**src/rtl/hf_sub.sv**
```systemverilog
// Registered full subtractor with a bit-serial borrow chain; optional saturating
// borrow-event counter enabled by defining HF_SUB_STATS_EN.
module hf_sub #(
  parameter int CNT_W = 8
) (
  input  logic             clk,
  input  logic             rst_n,
  input  logic             a,
  input  logic             b,
  input  logic             c,
  input  logic             in_valid,
  input  logic             chain,
  output logic             diff,
  output logic             borrow,
  output logic             out_valid
`ifdef HF_SUB_STATS_EN
  ,
  output logic [CNT_W-1:0] borrow_cnt
`endif
);

  if (CNT_W < 1) begin : g_bad_cnt_w
    $error("hf_sub: CNT_W must be at least 1");
  end

  logic diff_q, diff_d;
  logic borrow_q, borrow_d;
  logic valid_q;
  logic bin;
  logic diff_calc;
  logic borrow_calc;

  // The registered borrow output doubles as the chain state: both load the
  // computed borrow on every accepted input and both hold otherwise.
  // NOTE: every always_comb output gets a default before any branch so no latch is inferred.
  always_comb begin
    bin         = chain ? borrow_q : c;
    diff_calc   = a ^ b ^ bin;
    borrow_calc = (~a & b) | (~(a ^ b) & bin);
    diff_d      = diff_q;
    borrow_d    = borrow_q;
    if (in_valid) begin
      diff_d   = diff_calc;
      borrow_d = borrow_calc;
    end
  end

  // NOTE: sequential state uses non-blocking assignments only, so every register samples pre-edge values.
  always_ff @(posedge clk or negedge rst_n) begin
    if (!rst_n) begin
      diff_q   <= 1'b0;
      borrow_q <= 1'b0;
      valid_q  <= 1'b0;
    end else begin
      diff_q   <= diff_d;
      borrow_q <= borrow_d;
      valid_q  <= in_valid;
    end
  end

  assign diff      = diff_q;
  assign borrow    = borrow_q;
  assign out_valid = valid_q;

`ifdef HF_SUB_STATS_EN
  logic [CNT_W-1:0] cnt_q, cnt_d;

  // Saturates at all-ones rather than wrapping.
  always_comb begin
    cnt_d = cnt_q;
    if (in_valid && borrow_calc && (cnt_q != {CNT_W{1'b1}})) begin
      cnt_d = cnt_q + CNT_W'(1);
    end
  end

  always_ff @(posedge clk or negedge rst_n) begin
    if (!rst_n) begin
      cnt_q <= '0;
    end else begin
      cnt_q <= cnt_d;
    end
  end

  assign borrow_cnt = cnt_q;
`endif

endmodule

```
**config.mk**
```make
export PLATFORM = sky130hd
export DESIGN_NAME = hf_sub
export DESIGN_NICKNAME = d
export VERILOG_FILES = /design/src/rtl/hf_sub.sv
export SDC_FILE = /design/constraint.sdc
export NUM_CORES = 1
export LEC_CHECK = 0
export ABC_AREA = 1
export CAP_MARGIN = 10
export CORE_AREA = 8 8 45 47
export CTS_BUF_LIST = sky130_fd_sc_hd__clkbuf_8
export CTS_CLUSTER_SIZE = 40
export DETAILED_ROUTE_END_ITERATION = 8
export DIE_AREA = 0 0 53 55
export GPL_TIMING_DRIVEN = 0
export SLEW_MARGIN = 20
export SYNTH_ARGS = -nofsm -noshare
export SYNTH_HDL_FRONTEND = slang
export SYNTH_SLANG_ARGS = --single-unit
```
**constraint.sdc**
```tcl
create_clock -name clk -period 1.4 [get_ports clk]
set_input_delay 0.28 -clock clk [delete_from_list [all_inputs] [get_ports clk]]
set_output_delay 0.28 -clock clk [all_outputs]
set_load 0.1 [all_outputs]
```
==> results.txt <==
----------------------------------------------------
[Timing]
  Final-report setup violation count ... 0
  Post-Route Hold Slack ... 0.245 ns
  Count of endpoints failing hold in the final timing report ... 0
  Post-route fraction of the period consumed by the critical path ... 96.6%
  RSZ-0062 raised after global routing ... true
  Worst-margin pin slew ... 0.545 ns
  Max-slew headroom ... 63.8%
  Worst-case clock skew ... 0.000775 ns
  Fmax achieved ... 739 MHz
  Max-slew violation count ... 0
  Tmin final ... 1.35 ns

[Yosys]
  Cells after Synth ... 17
  Multiplexer fraction of the synthesized cell area ... 0%
  Largest family of logic cells by synthesized area ... simple AND/OR/NAND/NOR gates
  Post-synthesis share of cell area spent on full adders, half adders and majority gates ... 13.9%
  Simple-gate area share of the yosys netlist ... 23.5%
  Average size of a mapped cell ... 8.46 um2
  Flip-flop and latch count after synthesis ... 3
  Post-Synth XOR/XNOR Area ... 0%
  Sequential share of the synthesized area ... 52.2%
  Netlist cell types ... 4
  Syn_nets ... 25
  Post-Syn Area ... 144 um2
  Count of yosys warnings during synthesis ... 0
  Compound-gate portion of the synthesized area ... 0%

[Pwr]
  Worst VDD drop ... 294 uV
  Leak Pwr ... 0.000155 uW
  Power density cells ... 1650 nW/um2

[Detailed routing]
  First-pass iteration count of the detailed router ... 4
  DR DRC count ... 0
  Post-detailed-route via-to-cell ratio ... 3.07
  Count of antenna-violating nets left after detailed routing ... 0
  Initial drt markers ... 5
  Vias after detailed routing ... 141
  Post-detailed-route wirelength per cell ... 8.41 um
  DRT Wirelength ... 387 um

[Global routing]
  Global-route wire length before repair ... 517 um
  Largest net degree at the start of global routing ... 5
  Total track usage ... 3.40%
  GR Overflow Total ... 0
  Antenna violations before repair ... 0
  Number of global-route vias before repair ... 130

[Die]
  Initial Utilization ... 10.4%
  Die extent in x ... 53 um
  Vertical die dimension ... 55 um
  Num rows ... 14
  Boundary pin count ... 10
  Core box area ... 1380 um2
  Area of the die ... 2920 um2

[CTS]
  H-tree depth ... 1
  Clock tree from TritonCTS ... built
  Clk slew on worst S/H paths ... 0.03 ns
  Cell at the root of the clock tree ... sky130_fd_sc_hd__clkbuf_8
  Max Root-Sink Buffers ... 2
  Clk sink count ... 3
  Number of buffers added for setup after CTS ... 0
  Clock latency reported for the late side of the worst-skew pair ... 0.22 ns
  Number of buffers added by the clock tree synthesis step ... 3

[Placement]
  Count of buffers inserted at the top-level ports ... 9
  Detailed placer's ending HPWL ... 293 um
  Placer congestion estimate ... 0.651
  Post-place instance area ... 258 um2

[Critical path]
  Critical path peak fanout ... 1
  Data arrival at the endpoint of the critical path ... 1.07 ns
  Critical path startpoint category ... flip-flop
  Kind of end point of the critical path ... output port
  Crit path required time ... 1.12 ns
  Crit path kind ... flip-flop to output port
  Cell with the largest stage delay on the worst path ... sky130_fd_sc_hd__clkdlybuf4s15_2
  Critical path buffers and inverters ... 1
  Crit-path cells ... clkdlybuf4s15_2
  Largest stage delay, worst path ... 0.55 ns
  Crit path max-delay family ... buffers and inverters

[Worst hold path]
  Type of the worst min-delay path ... input pin to asynchronous set/reset pin

[Final layout]
  Number of nets in the layout ... 39
  Final instance area ... 293 um2
  Area growth, synth to finish ... 103%
  Total of fill cells in the finished design ... 154
  Antenna diode instance count ... 0
  Fraction of layout cells with a size suffix above 1 ... 23.3%

[Run status]
  Result of the run ... finished clean

[Flow run]
  Max_cap viols ... 0

----------------------------------------------------
synthesized netlist by cell type, drive strengths merged:
library cell / instances / area (um2)
nand2: 9 / 33.8
inv: 4 / 15.0
dfrtp: 3 / 75.1
fa: 1 / 20.0
path summary, 6_finish.rpt:
| path | startpoint | to | slack [ns] | cells past startpoint |
|---|---|---|---|---|
| hold / removal | rst_n | out_valid$_DFF_PN0_ | 0.24 | 1 |
| setup reg to reg | borrow$_DFFE_PN0P_ | diff$_DFFE_PN0P_ | 0.10 | 6 |
| setup / recovery | out_valid$_DFF_PN0_ | out_valid | 0.05 | 1 |
| hold reg to reg | diff$_DFFE_PN0P_ | diff$_DFFE_PN0P_ | 0.46 | 2 |
| min in group clk | diff$_DFFE_PN0P_ | diff$_DFFE_PN0P_ | 0.46 | 2 |
| max in group asynchronous | rst_n | borrow$_DFFE_PN0P_ | 0.99 | 1 |
sequential cells by signal, summed over array words and instances (netlist names):
signal / cells
borrow: 1
out_valid: 1
diff: 1
cells in the final DEF (no fill, tap or decap):
master and instances:
sky130_fd_sc_hd__dfrtp_4 1, sky130_fd_sc_hd__dfrtp_1 2, sky130_fd_sc_hd__dlygate4sd2_1 1, sky130_fd_sc_hd__nand2_1 9, sky130_fd_sc_hd__inv_1 5, sky130_fd_sc_hd__clkbuf_8 3, sky130_fd_sc_hd__clkdlybuf4s15_2 1, sky130_fd_sc_hd__buf_2 2
sky130_fd_sc_hd__clkdlybuf4s50_1 5, sky130_fd_sc_hd__fa_1 1
layout make-up:
type / count / area (um2) / share of cell area (%)
Clock buffer: 3 / 41.3 / 14.1
Clock inverter: 1 / 3.75 / 1.28
Inverter: 4 / 15.0 / 5.13
Multi-Input combinational cell: 10 / 53.8 / 18.4
Sequential cell: 3 / 78.8 / 26.9
Tap cell: 16 / 20.0 / 6.84
Timing Repair Buffer: 9 / 80.1 / 27.4
metal layers:
metal | up-vias | global-route usage, % | routed length [um]
met1 | 58 | 1.68 | 101
met5 | - | 0 | 0
met2 | 8 | 3.91 | 213
met3 | 3 | 2.67 | 50
met4 | 0 | 9.05 | 21
li1 | 72 | - | -
kinds of logic after synthesis:
group / Yosys count
adders and majority gates: 1
buffers and inverters: 4
DFF: 3
and+or+nand+nor: 9
power by group:
group	total, uW	switching, uW	internal [uW]	leakage [uW]
clock network	250	63.3	187	0.0000269
logic	128	97.8	30.4	0.0000932
registers	105	5.60	99.8	0.0000350
timing repair:
action / 4_1_cts / 5_1_grt
hold buffers: 0 / 0
resized for setup: 13 / 1
setup endpoints to repair: 4 / 2
metrics by stage:
stage | power (uW) | util, % | TNS (ns) | cells | setup slack (ns)
2_1_floorplan | 201 | - | -0.0658 | 17 | -0.0658
3_3_place_gp | 246 | 18.6 | -1.38 | 42 | -0.405
3_5_place_dp | 247 | 18.6 | -1.39 | 42 | -0.414
4_1_cts | 494 | 21.5 | 0 | 46 | 0.0119
5_1_grt | 503 | 21.2 | -0.0108 | 46 | -0.0108
6_report | 484 | 21.2 | 0 | 46 | 0.0472
(Power assumes the default switching activity.)
